--- src/rtl/sfft_pkg.sv ---
// Shared definitions for the second-FFT bin selection path.
// Holds the default beat geometry, the beat record and the selector state type.
package sfft_pkg;

  localparam int unsigned SFFT_DATA_W  = 80;
  localparam int unsigned SFFT_IDX_W   = 7;
  localparam int unsigned SFFT_K_W     = 4;
  localparam int unsigned SFFT_N_SEL   = 8;
  localparam int unsigned SFFT_FIFO_AW = 4;

  // One FFT output beat.
  typedef struct packed {
    logic [SFFT_DATA_W-1:0] data;
    logic [SFFT_IDX_W-1:0]  index;
    logic [SFFT_K_W-1:0]    k;
  } beat_t;

  // EMPTY: no selection active, beats are discarded.
  // RUN:   beats whose k matches the current ring entry are kept.
  typedef enum logic {
    SEL_EMPTY = 1'b0,
    SEL_RUN   = 1'b1
  } sel_state_e;

endpackage

--- src/rtl/sync_fifo_fwft.sv ---
// Single-clock first-word-fall-through FIFO.
// Ports:
//   clk, rst_n        clock, asynchronous active-low reset
//   wr_en, wr_data    push request and data (ignored while full)
//   rd_en             pop request (ignored while empty)
//   rd_data           head of queue, zero while empty
//   full, empty       registered status flags
// A word pushed at one edge is visible on rd_data right after that edge.
module sync_fifo_fwft #(
  parameter int unsigned WIDTH = 8,
  parameter int unsigned AW    = 4
) (
  input  logic             clk,
  input  logic             rst_n,
  input  logic             wr_en,
  input  logic [WIDTH-1:0] wr_data,
  input  logic             rd_en,
  output logic [WIDTH-1:0] rd_data,
  output logic             full,
  output logic             empty
);

  localparam int unsigned DEPTH = 1 << AW;

  logic [WIDTH-1:0] mem [DEPTH];
  logic [AW-1:0]    wr_ptr;
  logic [AW-1:0]    rd_ptr;
  logic [AW:0]      count;
  logic [AW:0]      count_next;
  logic             do_wr;
  logic             do_rd;

  assign do_wr = wr_en & ~full;
  assign do_rd = rd_en & ~empty;

  always_comb begin
    count_next = count;
    case ({do_wr, do_rd})
      2'b10:   count_next = count + 1'b1;
      2'b01:   count_next = count - 1'b1;
      default: count_next = count;
    endcase
  end

  // Flags are registered from the next count, so a pop in the same cycle
  // as a full condition only reopens the write side on the following cycle.
  always_ff @(posedge clk or negedge rst_n) begin
    if (!rst_n) begin
      wr_ptr <= '0;
      rd_ptr <= '0;
      count  <= '0;
      full   <= 1'b0;
      empty  <= 1'b1;
    end else begin
      if (do_wr) wr_ptr <= wr_ptr + 1'b1;
      if (do_rd) rd_ptr <= rd_ptr + 1'b1;
      count <= count_next;
      full  <= (count_next == (AW+1)'(DEPTH));
      empty <= (count_next == '0);
    end
  end

  always_ff @(posedge clk) begin
    if (do_wr) mem[wr_ptr] <= wr_data;
  end

  // Head is forced to zero while empty so the outputs read clean after reset.
  assign rd_data = empty ? '0 : mem[rd_ptr];

endmodule

--- src/rtl/sfft_bin_selector.sv ---
// Sink for the second-FFT output stream. Every beat is consumed; only beats
// whose bin number matches the current entry of a host-loaded selection ring
// are queued to the downstream stream. The ring advances once per frame.
// Ports:
//   clk, rst_n                        clock, asynchronous active-low reset
//   s_data/s_index/s_k/s_valid/s_last input beat stream, s_ready = FIFO not full
//   cfg_wr_en, cfg_k                  append a k value to the ring
//   cfg_clear                         empty the ring and rewind its pointer
//   cfg_err                           sticky: append attempted on a full ring
//   ring_count                        number of loaded ring entries
//   m_data/m_index/m_k/m_valid/m_ready selected beat stream (FWFT)
//   frame_cnt                         accepted frames, wraps at 2^16
module sfft_bin_selector
  import sfft_pkg::*;
#(
  parameter int unsigned DATA_W  = SFFT_DATA_W,
  parameter int unsigned IDX_W   = SFFT_IDX_W,
  parameter int unsigned K_W     = SFFT_K_W,
  parameter int unsigned N_SEL   = SFFT_N_SEL,
  parameter int unsigned FIFO_AW = SFFT_FIFO_AW
) (
  input  logic                    clk,
  input  logic                    rst_n,
  input  logic [DATA_W-1:0]       s_data,
  input  logic [IDX_W-1:0]        s_index,
  input  logic [K_W-1:0]          s_k,
  input  logic                    s_valid,
  input  logic                    s_last,
  output logic                    s_ready,
  input  logic                    cfg_wr_en,
  input  logic [K_W-1:0]          cfg_k,
  input  logic                    cfg_clear,
  output logic                    cfg_err,
  output logic [$clog2(N_SEL):0]  ring_count,
  output logic [DATA_W-1:0]       m_data,
  output logic [IDX_W-1:0]        m_index,
  output logic [K_W-1:0]          m_k,
  output logic                    m_valid,
  input  logic                    m_ready,
  output logic [15:0]             frame_cnt
);

  localparam int unsigned PTR_W  = $clog2(N_SEL);
  localparam int unsigned CNT_W  = PTR_W + 1;
  localparam int unsigned BEAT_W = DATA_W + IDX_W + K_W;

  sel_state_e       state;
  sel_state_e       state_next;
  logic [K_W-1:0]   ring [N_SEL];
  logic [PTR_W-1:0] rd_ptr;
  logic             in_frame;
  logic             in_frame_next;
  logic             accept;
  logic             ring_full;
  logic             ptr_at_end;
  logic [K_W-1:0]   sel_k;
  logic             fifo_wr;
  logic             fifo_full;
  logic             fifo_empty;
  logic [BEAT_W-1:0] fifo_din;
  logic [BEAT_W-1:0] fifo_dout;

  assign s_ready       = ~fifo_full;
  assign accept        = s_valid & s_ready;
  assign sel_k         = ring[rd_ptr];
  assign ring_full     = (ring_count == CNT_W'(N_SEL));
  assign ptr_at_end    = ({1'b0, rd_ptr} == ring_count - 1'b1);
  assign in_frame_next = accept ? ~s_last : in_frame;

  // State register
  always_ff @(posedge clk or negedge rst_n) begin
    if (!rst_n) state <= SEL_EMPTY;
    else        state <= state_next;
  end

  // Next state. Entering RUN waits until the current beat leaves us between
  // frames, so a selection never starts on a partial frame.
  always_comb begin
    state_next = state;
    case (state)
      SEL_EMPTY: if (!cfg_clear && ring_count != '0 && !in_frame_next) state_next = SEL_RUN;
      SEL_RUN:   if (cfg_clear) state_next = SEL_EMPTY;
      default:   state_next = SEL_EMPTY;
    endcase
  end

  // Output decode. The beat seen in a cfg_clear cycle is already discarded.
  always_comb begin
    fifo_wr = 1'b0;
    if (state == SEL_RUN && !cfg_clear && accept && s_k == sel_k) fifo_wr = 1'b1;
  end

  always_ff @(posedge clk or negedge rst_n) begin
    if (!rst_n) begin
      in_frame  <= 1'b0;
      frame_cnt <= '0;
    end else begin
      in_frame <= in_frame_next;
      if (accept && s_last) frame_cnt <= frame_cnt + 1'b1;
    end
  end

  always_ff @(posedge clk or negedge rst_n) begin
    if (!rst_n) begin
      rd_ptr <= '0;
    end else if (cfg_clear) begin
      rd_ptr <= '0;
    end else if (state == SEL_RUN && accept && s_last) begin
      rd_ptr <= ptr_at_end ? '0 : rd_ptr + 1'b1;
    end
  end

  // Ring load: clear wins over append; append to a full ring only flags an error.
  always_ff @(posedge clk or negedge rst_n) begin
    if (!rst_n) begin
      for (int unsigned i = 0; i < N_SEL; i++) ring[i] <= '0;
      ring_count <= '0;
      cfg_err    <= 1'b0;
    end else if (cfg_clear) begin
      ring_count <= '0;
      cfg_err    <= 1'b0;
    end else if (cfg_wr_en) begin
      if (ring_full) begin
        cfg_err <= 1'b1;
      end else begin
        ring[ring_count[PTR_W-1:0]] <= cfg_k;
        ring_count <= ring_count + 1'b1;
      end
    end
  end

  assign fifo_din = {s_data, s_index, s_k};

  sync_fifo_fwft #(
    .WIDTH (BEAT_W),
    .AW    (FIFO_AW)
  ) u_fifo (
    .clk     (clk),
    .rst_n   (rst_n),
    .wr_en   (fifo_wr),
    .wr_data (fifo_din),
    .rd_en   (m_ready),
    .rd_data (fifo_dout),
    .full    (fifo_full),
    .empty   (fifo_empty)
  );

  assign m_valid = ~fifo_empty;
  assign {m_data, m_index, m_k} = fifo_dout;

endmodule

--- config.mk ---
export PLATFORM = sky130hd
export DESIGN_NAME = sfft_bin_selector
export DESIGN_NICKNAME = d
export VERILOG_FILES = /design/src/rtl/sfft_pkg.sv /design/src/rtl/sync_fifo_fwft.sv /design/src/rtl/sfft_bin_selector.sv
export SDC_FILE = /design/constraint.sdc
export NUM_CORES = 2
export LEC_CHECK = 0
export ABC_AREA = 1
export CAP_MARGIN = 20
export CORE_UTILIZATION = 44
export CTS_CLUSTER_DIAMETER = 60
export CTS_CLUSTER_SIZE = 28
export DETAILED_ROUTE_END_ITERATION = 16
export PLACE_DENSITY = 0.67
export SYNTH_ARGS = -nofsm -noshare
export SYNTH_HDL_FRONTEND = slang
export SYNTH_SLANG_ARGS = --single-unit
export TNS_END_PERCENT = 10
--- constraint.sdc ---
create_clock -name clk -period 6.15 [get_ports clk]
set_input_delay 1.5375 -clock clk [delete_from_list [all_inputs] [get_ports clk]]
set_output_delay 1.5375 -clock clk [all_outputs]
set_load 0.1 [all_outputs]
After elaboration in Yosys (flattened, before gate mapping)
Memory sizes are Yosys's and may differ from the RTL's.
Index checks and enable logic that the tools add are counted.
Widths: inputs -> output; s select.
{ "word_totals": {"memories": 1, "romBits": 0, "in_bits": 102, "out_inout_bits": 114, "latch_bits": 0, "elab_cells": 92, "reg_bits": 73, "ramBits": 1456} }
{ "op_classes": {"shifts": 0, "n_mux": 24, "n_bitwise": 11, "multipliers": 0, "div_mod_pow": 0, "n_addsub": 8, "magnitude_cmp": 3, "n_reduce_logical": 19, "n_eq_ne": 7} }
{ "mem_list": {"columns": ["name", "depth", "width", "read_ports", "rd_clocked_by_memory_dff", "write_ports", "line_no", "source"], "rows": [
  ["u_fifo.mem", 16, 91, 1, 0, 1, "sync_fifo_fwft.sv:25", "logic [WIDTH-1:0] mem [DEPTH];"]
]} }
{ "op_table": {"columns": ["op", "n"], "rows": [
  ["$mux 91", 1],
  ["$bwmux 32", 1],
  ["$mux 4", 6],
  ["$add 16x1->16 const B", 1],
  ["$add 4x1->4 const B", 3],
  ["$bmux 4 s3", 1],
  ["$demux 4 s3", 1],
  ["$pmux 5 s2", 1],
  ["$logic_and 1x1->1", 9],
  ["$mux 1", 9],
  ["$mux 3", 3],
  ["$ge 4x4->1 const B", 2],
  ["$not 3->4", 2],
  ["$not 1->1", 6],
  ["$reduce_bool 2->1", 3],
  ["$add 5x1->5 const B", 1],
  ["$eq 5x5->1 const B", 1],
  ["$logic_not 5->1", 1],
  ["$sub 5x1->5 const B", 1],
  ["$eq 3x4->1", 1],
  ["$eq 4x4->1", 1],
  ["$eq 4x4->1 const B", 1],
  ["$lt 4x1->1 const B", 1],
  ["$reduce_and 2->1", 2],
  ["10 further kinds", 13]
]} }

Logic depth before layout (Yosys ltp)
{ "logic_depth": {"depth_word": 11, "ltp_mapped": 22, "mapped_depth_nobuf": 20} }

By module
Synthesis repeated with hierarchy kept, for this count alone.
{ "hier_totals": {"cells_unflattened": 4852, "area_unflattened_um2": 61327.6} }
{ "by_module_without_submodules": {"columns": ["module", "n_inst", "area_each_um2", "seq_area_each_um2", "cells_per_inst"], "rows": [
  ["sync_fifo_fwft", 1, 58238.4, 44098.5, 4463],
  ["sfft_bin_selector", 1, 3089.2, 1451.4, 389]
]} }

Least setup slack after synthesis
No wires, ideal clock.
{ "synth_timing": {"path_type": "input to register", "from": "input cfg_clear", "to": "memory u_fifo.mem[0][0] (netlist name) (enable)", "path_buffers": 0, "required_time_ps": 5608, "setup_time_ps": 542, "arrival_time_ps": 6160, "path_stages": 7, "path_slack_ps": -552, "cell_sequence": "nor2_1 > inv_1 > nor2_1 > nand2_2 > nor2_4 > nand4_2 > nor2_1"} }
{ "synth_between": {"elab_chain_len": 8} }
{ "synth_rtl": {"columns": ["element", "line_no", "source"], "rows": [
  ["from (decl)", "sfft_bin_selector.sv:32", "input logic cfg_clear,"],
  ["$logic_not 1->1", "sfft_bin_selector.sv:90", "if (state == SEL_RUN && !cfg_clear && accept && s_k == sel_k) fifo_wr = 1'b1;"],
  ["$logic_and 1x1->1 (3 in series)", "sfft_bin_selector.sv:90", null],
  ["$mux 1", "sfft_bin_selector.sv:90", null],
  ["$and 1x1->1", "sync_fifo_fwft.sv:33", "assign do_wr = wr_en & ~full;"],
  ["$mux 1", "sync_fifo_fwft.sv:64", "if (do_wr) mem[wr_ptr] <= wr_data;"],
  ["$mux 1 (not written as such)", "sync_fifo_fwft.sv:64", null],
  ["to (decl)", "sync_fifo_fwft.sv:25", null]
]} }
Every way passes these cells.

Worst setup path in the final report
{ "layout_timing": {"from": "register u_fifo.rd_ptr[0]", "to": "output m_data[35]"} }
{ "layout_between": {"elab_chain_len": 2} }
{ "layout_rtl": {"columns": ["element", "line_no", "source"], "rows": [
  ["from (decl)", "sync_fifo_fwft.sv:27", "logic [AW-1:0] rd_ptr;"],
  ["from (signal assigned)", "sync_fifo_fwft.sv:56", "if (do_rd) rd_ptr <= rd_ptr + 1'b1;"],
  ["$mem_v2 16x91", null, null],
  ["$mux 91", "sync_fifo_fwft.sv:68", "assign rd_data = empty ? '0 : mem[rd_ptr];"],
  ["to (decl)", "sfft_bin_selector.sv:35", "output logic [DATA_W-1:0] m_data,"]
]} }
Every way passes these cells.

==> impl_metrics.csv <==
group,metric,value,unit
outcome,outcome,"finished clean",
final_layout,finish.utilization,0.503,
global_routing,grt_max_degree,198,
setup_path,critPathMaxStageDelay,0.97,ns
floorplan,die_area,0.138,sq mm
yosys,ys_warn_count,0,
clock_tree,postCtsSetupBuffers,0,
global_routing,antenna_found_initial,15,
final_layout,drive_gt1_frac,0.0889,
floorplan,core-area,0.136,sq mm
setup_path,cpMostUsedCell,"buf_4",
yosys,synth_fp_nets,4469,
timing,setup_viol,0,
setup_path,worstSetupPathType,"reg2out",
clock_tree,cts-root-buf,"clkbuf_16",
place,placed_area,0.0645,sq mm
route,route.detailed.drc,0,
global_routing,grt_pass1_wl,225000,microns
setup_path,crit_path_top_delay_cell,"dfrtp_4",
global_routing,grtUsageTotal,0.216,
final_layout,nets,4536,
floorplan,initial_utilization,0.444,
timing,slew_viol_final,0,
setup_path,rrSetupSlack,2.45,ns
setup_path,worst-path-max-fanout,166,
setup_path,start_kind,"register",
timing,fin_crit,5.66,ns
yosys,ys_seq_elements,1529,
yosys,synth_area_leaders,"edfxtp_1, o21ai_0, nor2_1",
route,firstDrtPassIters,6,
floorplan,dieWidth,372,microns
route,drt_iter0_drc,4332,
route,viasPerCell,5.91,
clock_tree,clockBufferDepth,3,
yosys,synth_top_area_frac,0.726,
clock_tree,cts_buffers,102,
power_and_ir_drop,ir_worst_vdd,0.000776,V
yosys,yosysSeqAreaShare,0.757,
clock_tree,cts_resized,0,
clock_tree,cts_tree,"done",
power_and_ir_drop,leakage,0.0215,uW
yosys,synth_top_cell_by_area,"edfxtp_1",
clock_tree,htree_levels,3,
final_layout,n_fill_cell,11200,
final_layout,syn2layout_area_growth,13.4,%
route,ant_nets,0,
clock_tree,postCtsHoldBufs,0,
global_routing,grt_pass1_vias,35800,
yosys,netlist_area,0.0602,sq mm
timing,finalSetupTns,0,ns
min_path,hold_class,"reg2reg",
route,via_count,37200,
timing,period_share,0.921,
yosys,synth_cells,4355,
timing,relSlewSlack,0.308,
floorplan,rows,135,
route,wl_per_cell,24.1,microns
setup_path,required,4.61,ns
global_routing,grt_overflow,0,
clock_tree,clock_latency,0.74,ns
floorplan,num_io_pins,216,
clock_tree,path_clk_slew,0.08,ns
timing,holdWs,0.490,ns
setup_path,end_kind,"primary output",
setup_path,arrival,4.12,ns
yosys,syn_avg_cell_area,13.8,sq um
timing,clock_skew,0.0235,ns
flow_run,cap_violations,0,
power_and_ir_drop,power,35400,uW
timing,rsz0062_at_grt,"false",
floorplan,die_h,372,microns
yosys,ys_types,36,
place,dp_hpwl,73700,microns
clock_tree,clock_sinks,1529,
route,routed_wl,152000,microns
setup_path,path_cells,"buf_4 -> buf_12 -> o21ai_0 -> o221ai_1 -> o211ai_1 -> a21oi_1 -> buf_4",
timing,tightest_slew,1.04,ns
final_layout,design_area,0.0682,sq mm
place,gp_congestion,0.770,
place,numPortBuffers,215,
timing,fmax,177,MHz
timing,hold_viol,0,
power_and_ir_drop,powerDensity,519,mW/mm^2
[cells in the final DEF, fill, tap and decap left out, types with 4 or more instances in the layout]
| cell type | count |
|---|---|
| nor2_1 | 752 |
| xnor2_1 | 8 |
| nand4_2 | 4 |
| o22ai_1 | 109 |
| ha_1 | 12 |
| o221ai_1 | 257 |
| nand3_1 | 117 |
| inv_16 | 5 |
| xor2_1 | 22 |
| bufinv_16 | 7 |
| nor2_2 | 4 |
| nand2_1 | 125 |
| buf_12 | 78 |
| clkinv_1 | 4 |
| inv_6 | 17 |
| inv_8 | 13 |
| o21ai_0 | 721 |
| nand3b_1 | 4 |
| nand4_1 | 8 |
| clkbuf_1 | 4 |
| inv_2 | 5 |
| inv_1 | 66 |
| edfxtp_1 | 1456 |
| clkbuf_16 | 102 |
| clkinv_8 | 21 |
| a21oi_1 | 98 |
| diode_2 | 7 |
| clkinv_2 | 7 |
| inv_12 | 5 |
| nor2_4 | 20 |
| o21ai_1 | 47 |
| dfrtp_1 | 68 |
| clkinv_16 | 4 |
| o211ai_1 | 107 |
| clkdlybuf4s50_1 | 123 |
| buf_4 | 83 |
| clkinvlp_4 | 6 |
| dfrtp_4 | 4 |
[worst max-delay path, delay by kind of cell (launching register included)]
| kind | cells | cell delay (ns) |
|---|---|---|
| flops | 1 | 0.97 |
| buf+inv | 3 | 1.18 |
| compound gates | 4 | 1.02 |
[final timing paths]
kind                                       start               end  depth (start not counted)
max in group asynchronous                  rst_n  u_fifo.rd_ptr[1]                          1
worst max-delay path            u_fifo.rd_ptr[0]        m_data[35]                          7
worst min register to register     frame_cnt[15]     frame_cnt[15]                          1
min in group asynchronous                  rst_n     ring_count[2]                          1
worst min-delay path               frame_cnt[15]     frame_cnt[15]                          1
worst max register to register         rd_ptr[0]       u_fifo.full                         19
[through the flow]
stage,instances,setup slack [ns]
4_1_cts,6293,0.465
2_1_floorplan,4355,-0.552
6_report,6300,0.489
3_3_place_gp,6099,1.29
3_5_place_dp,6099,1.29
5_1_grt,6296,0.212
[flip-flops by register name, indices dropped and copies added, names as in the netlist]
signal	cells
rd_ptr	3
u_fifo.mem	1456
u_fifo.count	5
ring_count	4
u_fifo.rd_ptr	4
cfg_err	1
u_fifo.wr_ptr	4
in_frame	1
frame_cnt	16
u_fifo.empty	1
state	1
ring	32
u_fifo.full	1
[power breakdown]
group          total, uW  internal (uW)  switching [uW]
logic              16100           4210           11900
clock network       7590           3620            3970
registers          11800          11500             272
[cell families after synthesis]
kind of cell,after synthesis,synth area share
mux,1,0.000166
compound gates,1339,0.134
fa+ha+maj,12,0.00249
simple gates,1047,0.0713
buf+inv,397,0.0310
xor+xnor,30,0.00436
flops,1529,0.757
[area by class of cell]
type | instances | area (sq um) | area share
Antenna cell | 7 | 17.5 | 0.000257
Inverter | 76 | 332 | 0.00486
Sequential cell | 1529 | 45600 | 0.668
Clock buffer | 106 | 2570 | 0.0376
Multi-Input combinational cell | 2429 | 12900 | 0.189
Timing Repair Buffer | 284 | 3420 | 0.0501
Tap cell | 1781 | 2230 | 0.0327
Clock inverter | 88 | 1210 | 0.0177
[Yosys cell counts (all sizes together)]
library cell  count
dfrtp            72
nor4              3
inv              76
nand3b            4
o21ai           768
o211ai          107
nand3           119
nand2           128
xor2             22
o22ai           109
edfxtp         1456
mux2i             1
clkbuf          190
nor3              5
a21oi            98
nor2            776
buf             131
xnor2             8
nand4            12
dfstp             1
o221ai          257
ha               12
[metal layers]
metal,vias to the layer above,global-route usage,part of all wire
li1,16700,-,-
met1,18800,0.300,0.42
met2,1506,0.350,0.48
met3,239,0.0377,0.076
met4,20,0.0593,0.023
met5,-,0,0.00068
Note: power is estimated with default switching activity, not from simulation.
